## src/rtl/program_fetch.sv

```systemverilog
// Program-store reader: walks a PC through the store, captures each word from the
// shared d bus and hands it to the VDP core over valid/ready, decoding HALT/JUMP locally.
module program_fetch #(
    parameter int       DW        = 32,
    parameter int       AW        = 4,
    parameter bit [3:0] HALT_OP   = 4'hF,
    parameter bit [3:0] JUMP_OP   = 4'hE,
    parameter bit       WRAP      = 1'b1,
    parameter int       MAX_STEPS = 64
) (
    input  logic          c,
    input  logic          rst_n,
    input  logic          start,
    input  logic [AW-1:0] start_addr,
    input  logic          abort,
    input  logic          wr_busy,
    output logic [AW-1:0] a,
    output logic          ld,
    input  logic [DW-1:0] d,
    output logic [DW-1:0] instr,
    output logic          instr_valid,
    input  logic          instr_ready,
    output logic [AW-1:0] pc,
    output logic          busy,
    output logic          done,
    output logic          overrun
);

    localparam int SW = $clog2(MAX_STEPS + 1);

    typedef enum logic [1:0] {S_IDLE, S_READ, S_VALID, S_DONE} state_t;

    state_t        r_state, w_state_nxt;
    logic [AW-1:0] r_pc, w_pc_nxt;
    logic [DW-1:0] r_instr;
    logic [SW-1:0] r_steps, w_steps_nxt;
    logic          r_overrun, w_overrun_nxt;
    logic          w_capture;
    logic [SW-1:0] w_steps_inc;
    logic [3:0]    w_opcode;

    assign w_steps_inc = r_steps + SW'(1);
    assign w_opcode    = r_instr[DW-1 -: 4];

    always_comb begin
        w_state_nxt   = r_state;
        w_pc_nxt      = r_pc;
        w_steps_nxt   = r_steps;
        w_overrun_nxt = r_overrun;
        w_capture     = 1'b0;
        case (r_state)
            S_IDLE: begin
                if (start) begin
                    w_pc_nxt      = start_addr;
                    w_steps_nxt   = '0;
                    w_overrun_nxt = 1'b0;
                    w_state_nxt   = S_READ;
                end
            end
            S_READ: begin
                // The loader owns the store while wr_busy is high; wait it out.
                if (!wr_busy) begin
                    w_capture   = 1'b1;
                    w_state_nxt = S_VALID;
                end
            end
            S_VALID: begin
                if (instr_ready) begin
                    w_steps_nxt = w_steps_inc;
                    if (w_steps_inc == SW'(MAX_STEPS)) begin
                        w_overrun_nxt = 1'b1;
                        w_state_nxt   = S_DONE;
                    end else if (w_opcode == HALT_OP) begin
                        w_state_nxt = S_DONE;
                    end else if (w_opcode == JUMP_OP) begin
                        w_pc_nxt    = r_instr[AW-1:0];
                        w_state_nxt = S_READ;
                    end else if (r_pc == {AW{1'b1}} && !WRAP) begin
                        w_state_nxt = S_DONE;
                    end else begin
                        w_pc_nxt    = r_pc + AW'(1);
                        w_state_nxt = S_READ;
                    end
                end
            end
            S_DONE: w_state_nxt = S_IDLE;
            default: w_state_nxt = S_IDLE;
        endcase
        // abort overrides everything, keeping pc and overrun as they were
        if (abort) begin
            w_state_nxt   = S_IDLE;
            w_pc_nxt      = r_pc;
            w_steps_nxt   = r_steps;
            w_overrun_nxt = r_overrun;
            w_capture     = 1'b0;
        end
    end

    always_ff @(posedge c or negedge rst_n) begin
        if (!rst_n) begin
            r_state   <= S_IDLE;
            r_pc      <= '0;
            r_instr   <= '0;
            r_steps   <= '0;
            r_overrun <= 1'b0;
        end else begin
            r_state   <= w_state_nxt;
            r_pc      <= w_pc_nxt;
            r_steps   <= w_steps_nxt;
            r_overrun <= w_overrun_nxt;
            if (w_capture) r_instr <= d;
        end
    end

    assign a           = r_pc;
    assign pc          = r_pc;
    assign ld          = (r_state == S_READ) && !wr_busy;
    assign instr       = r_instr;
    assign instr_valid = (r_state == S_VALID);
    assign busy        = (r_state != S_IDLE);
    assign done        = (r_state == S_DONE);
    assign overrun     = r_overrun;

endmodule
```

## config.mk

```make
export PLATFORM = sky130hd
export DESIGN_NAME = program_fetch
export DESIGN_NICKNAME = d
export VERILOG_FILES = /design/src/rtl/program_fetch.sv
export SDC_FILE = /design/constraint.sdc
export NUM_CORES = 1
export LEC_CHECK = 0
export ABC_AREA = 1
export CAP_MARGIN = 20
export CORE_MARGIN = 2
export CORE_UTILIZATION = 45
export CTS_BUF_LIST = sky130_fd_sc_hd__clkbuf_16
export DETAILED_ROUTE_END_ITERATION = 7
export PLACE_DENSITY = 0.81
export SYNTH_ARGS = -nofsm -noshare
export SYNTH_HDL_FRONTEND = slang
export SYNTH_SLANG_ARGS = --single-unit
```

## constraint.sdc

```tcl
create_clock -name c -period 3.9 [get_ports c]
set_input_delay 0.78 -clock c [delete_from_list [all_inputs] [get_ports c]]
set_output_delay 0.78 -clock c [all_outputs]
set_load 0.05 [all_outputs]
```

== Yosys cells after proc, flatten, opt, wreduce, memory -nomap -nowiden ==
Cells that the tools add are included.

* Flip-flop bits (word level): 46
* Input bits: 42
* Logic and storage cells: 54
* Output and inout bits: 45

* Muxes and demuxes: 23
* Eq/ne operators: 14
* Add/subtract/negate cells: 2
* Bitwise logic cells: 1
* Reduce and logical (&&, ||, !) cells: 9

{| class="wikitable"
|+ Operator list
! cell !! count
|-
| 2-to-1 mux 4 bit || 5
|-
| 2-to-1 mux 7 bit || 2
|-
| one-hot mux 7 bit (2 select lines) || 1
|-
| 2-to-1 mux 2 bit || 6
|-
| equality test 4 bit, second input constant || 2
|-
| one-hot mux 2 bit (4 select lines) || 1
|-
| one-hot mux 4 bit (2 select lines) || 1
|-
| adder 7 x 1 -> 7 bit, second input constant || 1
|-
| equality test 7 bit, second input constant || 1
|-
| 2-to-1 mux 1 bit || 6
|-
| != test 2 bit, second input constant || 3
|-
| != test 3 bit, second input constant || 2
|-
| AND reduction 6 bit || 1
|-
| AND reduction 5 bit || 1
|-
| adder 4 x 1 -> 4 bit, second input constant || 1
|-
| equality test 2 bit, second input constant || 2
|-
| != test 2 x 1 -> 1 bit, second input constant || 2
|-
| AND reduction 4 bit || 1
|-
| nonzero test 2 bit || 2
|-
| != test 3 x 2 -> 1 bit, second input constant || 1
|-
| AND reduction 3 bit || 1
|-
| equality test 2 x 1 -> 1 bit, second input constant || 1
|-
| zero test 2 bit || 1
|-
| one-hot mux 1 bit (2 select lines) || 1
|-
| other kinds (3) || 3
|}

== Depth between registers and ports, before layout ==
Gate-level depths: netlist of run 1.

* Word-level depth: 6
* Gate-level depth with buffers: 12
* Gate-level depth less buffers: 12

== Least setup slack after synthesis of run 1 ==
OpenSTA, ideal clock, no wires.

* Path kind: in2out
* Start: input wr_busy
* End: output ld
* Slack: 1.834 ns
* Data arrival time: 1.286 ns
* Required time: 3.120 ns
* Buffers on the path: 0
* Cell stages on the path: 1
* Path through: nor3_4

* Longest elaborated chain between the ends: 2

{| class="wikitable"
|+ Ends and longest elaborated chain
! element !! RTL line !! source
|-
| from (decl) || 16 || <nowiki>input logic wr_busy,</nowiki>
|-
| zero test 1 bit || 117 || <nowiki>assign ld = (r_state == S_READ) && !wr_busy;</nowiki>
|-
| logical AND 1 bit || 117 ||
|-
| to (decl) || 18 || <nowiki>output logic ld,</nowiki>
|}

No other way between the ends.

== Final worst setup path of run 1 ==
Same ends and word-level chain as after synthesis.

==> impl_metrics.tcl, run 1 <==
set metrics [dict create \
    post_drt_via_cell_ratio 4.83 \
    horiz_die_dim_um 75.5 \
    synth_nets 249 \
    grt_pass1_vias 1567 \
    fraction_of_power_consumed_by_sequential_logic_pct 28.4 \
    swShare_pct 46.9 \
    clock_sink_count 46 \
    hp-class "input pin to asynchronous set/reset pin" \
    synth.mux.area_fraction_pct 18.9 \
    fillCellCount 413 \
    postSynth.asyncResetShare_pct 100 \
    synth_top_family_by_area "multiplexers" \
    root_buffer "clkbuf_16" \
    number_of_buffer_cells_added_on_primary_ports 86 \
    power_frac_comb_pct 58.2 \
    setup_tns_ns 0 \
    number_of_detailed_route_iterations_in_the_first_pass 4 \
    synth_area_in_compound_gates_pct 7.28 \
    worst_slew_pin_slew_ns 0.577 \
    post-route-drc-count 0 \
    post_cts_setup_buffers 0 \
    globalRoute.totalOverflow 0 \
    wire_per_inst_um 13.6 \
    track_usage_pct 18.0 \
    detailroute.via_count 1733 \
    die_height_um 75.5 \
    drtAntennaViolNets 0 \
    rsz0062_at_grt "no" \
    grt_antenna_before_repair 0 \
    tritoncts "done" \
    detailed_place_hpwl_um 3530 \
    placeableCoreArea_sq_um 5010 \
    clk-insertion-delay-late_ns 0.28 \
    power_mw 2.97 \
    slew_headroom_pct 61.5 \
    ys.flop_type "dfrtp_1" \
    largest_net_degree_at_the_start_of_global_routing 47 \
    synth-seq-cells 46 \
    switchingPower_mw 1.39 \
    h-tree-depth 2 \
    power.static_leakage_nw 1.55 \
    detailroute.wirelength.met2_um 2290 \
    post_cts_resized 0 \
    finalMaxSlewViolations 0 \
    critical_path_peak_fanout 3 \
    worst-endpoint-arrival_ns 2.35 \
    highest_clock_rate_mhz 320 \
    antenna_cells_inserted 0 \
    status "finished clean" \
    fraction_of_layout_instances_using_a_drive_strength_above_1_pct 18.3 \
    drt_iter0_drc 103 \
    synth-edff-count 0 \
    top_layer_used "met4" \
    syn_inst 205 \
    finalHoldViolCount 0 \
    cts.path.max_buffers 2 \
    pre_cts_ws_ns 0.763 \
    post_synth.cell_area_avg_sq_um 11.2 \
    crit_path_start_kind "input pin" \
    pwr_density_cell_nw_per_um2 897 \
    area_delta_synth_final_pct 43.6 \
    ports_placed_on_the_boundary 87 \
    floorplan.initialDensity_pct 46.0 \
    total_detailed_routing_wirelength_um 4880 \
    number_of_cells_after_detailed_placement 351 \
    grt_first_pass_wirelength_um 7590 \
    clk_transition_reported_paths_ns 0.06 \
    max_cap_violations 0 \
    post-route-worst-setup-slack_ns 0.774 \
    synth_cell_type_count 29 \
    skew_ns 0.00576 \
    ir_drop_mv 0.636 \
    timing.rr.start "r_state[0]" \
    met3WireLength_um 321 \
    synth_adder_area_share_pct 1.09 \
    critical_path.startpoint "wr_busy" \
    cts-hold-fix-buffers 0 \
    critPathKind "input pin to output port" \
    worstSetupEndpointType "output port" \
    synth_simple_gate_area_share_pct 14.2 \
    rows 26 \
    layoutNonFillerInstCount 359 \
    wirelength_met1_um 2170 \
    die-area_sq_um 5700 \
    worst-endpoint-required_ns 3.12 \
    finalWorstPathRequiredPeriod_ns 3.13 \
    yosysWarningCount 0 \
    post-route-period-util_pct 80.2 \
    cts_buf_count 5 \
    power_frac_clock_pct 13.3 \
    yosys.area_share.xor_xnor_pct 1.14 \
    int_power_mw 1.58 \
    routabilityCongestion 0.880 \
    seq_area_frac_synth_pct 50.0 \
    synth_area_sq_um 2300 \
    final_nets 333 \
    finalSetupViolCount 0 \
]
==> synthesized netlist by cell type (3+ instances only) <==
master | instances | area share [%]
nand3_1 | 14 | 3.0
buf_6 | 5 | 2.4
nand2_4 | 3 | 1.5
nand2_1 | 31 | 5.1
a21oi_1 | 5 | 1.1
mux2_4 | 26 | 17
o21ai_0 | 10 | 2.2
mux2_2 | 4 | 2.0
inv_1 | 16 | 2.6
dfrtp_1 | 46 | 50
o21ai_1 | 4 | 0.87
nor2_1 | 12 | 2.0
nand2_2 | 3 | 0.82
buf_4 | 6 | 2.0
==> metrics by stage <==
step                      utilization (%)  hold WS, ns  area, sq um
after global routing                 66.0        0.479         3310
after floorplan                         -        0.484         2300
after CTS                            65.6        0.493         3290
final                                66.0        0.445         3310
after global placement               62.9        0.474         3150
after detailed placement             62.9        0.478         3150
==> path summary, 6_finish.rpt <==
kind                            slack (ns)  cells past startpoint         to
worst max-delay path                  0.77                      3         ld
worst min-delay path                  0.44                      1  instr[31]
worst max register to register        2.18                      4  instr[15]
worst min register to register        0.48                      2    overrun
max in group asynchronous             2.96                      2  instr[17]
min in group c                        0.48                      2    overrun
==> registers in the layout (all words and copies together), names as in the netlist <==
register and count:
instr 32, r_steps 7, a 4, r_state 2, overrun 1
==> per-layer routing <==
| layer | global-route usage [%] | vias to the layer above |
|---|---|---|
| met5 | 0 | - |
| met4 | 7.80 | 0 |
| met3 | 5.29 | 10 |
| met2 | 26.6 | 65 |
| met1 | 24.9 | 817 |
| li1 | - | 841 |
==> critical path, cell delays in order <==
cell	delay, ns
clkdlybuf4s50_1	0.48
nor3_4	0.25
clkdlybuf4s50_1	0.84
==> cell usage in the layout (no fill, tap or decap), drive strengths merged, types with 3 or more instances in the layout <==
cell type,n
a21oi,5
buf,3
clkbuf,5
clkdlybuf4s50,85
dfrtp,46
inv,18
mux2,30
nand2,37
nand3,15
nor2,13
o21ai,15
==> final cells by class <==
cell class | count | area, sq um | share of cell area [%]
clock buffers | 5 | 125 | 3.78
multi-input cells | 130 | 982 | 29.7
clock inverters | 2 | 10.0 | 0.303
well taps | 70 | 87.6 | 2.65
inverters | 18 | 67.6 | 2.04
flip-flops and latches | 46 | 1150 | 34.8
repair buffers | 88 | 883 | 26.7
==> kinds of logic after synthesis <==
logic type | after synthesis
AND/OR/NAND/NOR | 68
flip-flops | 46
multiplexers | 30
buffers and inverters | 29
AO/OA/AOI/OAI | 27
XOR/XNOR | 3
adder cells (fa/ha/maj) | 2
==> power by group through the flow <==
stage               sequential (mW)  combinational (mW)  clock [mW]
global placement              0.838                1.71           0
finish                        0.844                1.73       0.395
global route                  0.875                1.81       0.423
floorplan                      1.47               0.578           0
CTS                           0.844                1.74       0.407
detailed placement            0.845                1.73           0
Power figures use the tool's default switching activity.
==> run 2, diff against run 1 <==
--- a/config.mk
+++ b/config.mk
@@ -8,10 +8,10 @@
 export ABC_AREA = 1
 export CAP_MARGIN = 20
 export CORE_MARGIN = 2
-export CORE_UTILIZATION = 45
+export CORE_UTILIZATION = 44
 export CTS_BUF_LIST = sky130_fd_sc_hd__clkbuf_16
 export DETAILED_ROUTE_END_ITERATION = 7
-export PLACE_DENSITY = 0.81
+export PLACE_DENSITY = 0.8
 export SYNTH_ARGS = -nofsm -noshare
 export SYNTH_HDL_FRONTEND = slang
 export SYNTH_SLANG_ARGS = --single-unit
==> constraint.sdc (replaced) <==
create_clock -name c -period 3.25 [get_ports c]
set_input_delay 0.65 -clock c [delete_from_list [all_inputs] [get_ports c]]
set_output_delay 0.65 -clock c [all_outputs]
set_load 0.05 [all_outputs]
==> impl_metrics.tcl, run 2 (synthesis results as in run 1) <==
set metrics [dict create \
    total_detailed_routing_wirelength_um 4780 \
    layoutNonFillerInstCount 359 \
    clk-insertion-delay-late_ns 0.28 \
    status "finished clean" \
    slew_headroom_pct 60.9 \
    die-area_sq_um 5830 \
    h-tree-depth 2 \
    cts-hold-fix-buffers 0 \
    number_of_buffer_cells_added_on_primary_ports 86 \
    routabilityCongestion 0.856 \
    grt_first_pass_wirelength_um 8230 \
    worst_slew_pin_slew_ns 0.587 \
    die_height_um 76.3 \
    cts.path.max_buffers 2 \
    detailroute.via_count 1726 \
    setup_slack_reg_to_reg_ns 1.50 \
    cts_buf_count 5 \
    track_usage_pct 17.6 \
    critPathCapture "instr_valid" \
    globalRoute.totalOverflow 0 \
    layout.cells.most_common "clkdlybuf4s50_1" \
    layout_common_cells "clkdlybuf4s50_1 (84), dfrtp_1 (46), nand2_1 (31)" \
    worst-endpoint-arrival_ns 2.08 \
    fraction_of_layout_instances_using_a_drive_strength_above_1_pct 18.7 \
    post-route-period-util_pct 84.1 \
    clk_transition_reported_paths_ns 0.06 \
    cpMaxStageDelayCell "clkdlybuf4s50_1" \
    skew_ns 0.00359 \
    setup_tns_ns 0 \
    largest_reg_flops 32 \
    horiz_die_dim_um 76.3 \
    timing.rr.start "r_state[0]" \
    critical_path.max_stage_delay_ns 0.82 \
    placeableCoreArea_sq_um 5070 \
    tritoncts "done" \
    highest_clock_rate_mhz 366 \
    floorplan.initialDensity_pct 45.4 \
    finalHoldViolCount 0 \
    max_cap_violations 0 \
    finalWorstPathRequiredPeriod_ns 2.73 \
    largest_net_degree_at_the_start_of_global_routing 47 \
    timing.reg2reg.worst_path_depth 4 \
    crit_chain "inv_1, nor2_1, buf_4, clkdlybuf4s50_1" \
    drt_iter0_drc 129 \
    ports_placed_on_the_boundary 87 \
    power.static_leakage_nw 1.55 \
    wire_per_inst_um 13.3 \
    crit_path_start_kind "flop" \
    critPathKind "flop to output port" \
    pwr_density_cell_nw_per_um2 1080 \
    cp_num_buf_inv 3 \
    area_delta_synth_final_pct 43.5 \
    finalSetupViolCount 0 \
    antenna_cells_inserted 0 \
    post_drt_via_cell_ratio 4.81 \
    hp-class "input pin to asynchronous set/reset pin" \
    worstSetupEndpointType "output port" \
    end_of_the_worst_register_to_register_path "instr[11]" \
    cp_top_family "buffers and inverters" \
    post_cts_resized 0 \
    worst-endpoint-required_ns 2.60 \
    final_nets 333 \
    root_buffer "clkbuf_16" \
    grt_antenna_before_repair 0 \
    grt_pass1_vias 1753 \
    detailed_place_hpwl_um 3550 \
    post-route-drc-count 0 \
    post_cts_setup_buffers 0 \
    number_of_cells_after_detailed_placement 351 \
    rsz0062_at_grt "no" \
    critical_path.startpoint "r_state[1]" \
    finalMaxSlewViolations 0 \
    ir_drop_mv 0.765 \
    critical_path_peak_fanout 11 \
    rows 26 \
    number_of_detailed_route_iterations_in_the_first_pass 4 \
    cp_num_cells 4 \
    drtAntennaViolNets 0 \
    clock_sink_count 46 \
]
-- run 2: cell count changes in the layout (fill, tap and decap cells not counted), sizes merged --
cell           before  now
buf                 3    4
clkdlybuf4s50      85   84
-- run 2: routing by layer --
metal / wire length, um / part of all wire (%) / global-route usage, %
met5: 0 / 0 / 0
met1: 2120 / 44 / 23.9
met2: 2270 / 48 / 26.5
met4: 50 / 1.0 / 6.36
met3: 328 / 6.9 / 5.92
-- run 2: worst min path at each step --
stage	cells after the start	slack, ns	from	endpoint
floorplan	0	0.35	rst_n	a[0]
global placement	1	0.49	instr[19]	instr[19]
detailed placement	2	0.48	overrun	overrun
CTS	2	0.49	overrun	overrun
global route	1	0.18	rst_n	instr[20]
finish	1	0.19	rst_n	instr[23]
-- run 2: power by group --
part / switching, mW / leakage, nW / internal (mW)
clock: 0.194 / 0.0694 / 0.277
combinational: 1.27 / 0.911 / 0.798
sequential: 0.199 / 0.569 / 0.814
-- run 2: stage by stage --
stage | total power [mW] | setup WS (ns) | util (%) | instance area (sq um) | hold WS, ns
2_1_floorplan | 2.46 | 1.33 | - | 2300 | 0.354
3_3_place_gp | 3.06 | 0.850 | 62.1 | 3150 | 0.489
3_5_place_dp | 3.09 | 0.815 | 62.1 | 3150 | 0.480
4_1_cts | 3.58 | 0.506 | 64.7 | 3280 | 0.495
5_1_grt | 3.74 | 0.439 | 65.1 | 3300 | 0.177
6_report | 3.55 | 0.518 | 65.1 | 3300 | 0.185
-- run 2: final cells by class --
type | count | area (sq um)
inverters | 18 | 67.6
fillers | 416 | 1770
clock inverters | 2 | 10.0
flip-flops and latches | 46 | 1150
well taps | 70 | 87.6
clock buffers | 5 | 125
multi-input cells | 130 | 982
repair buffers | 88 | 881
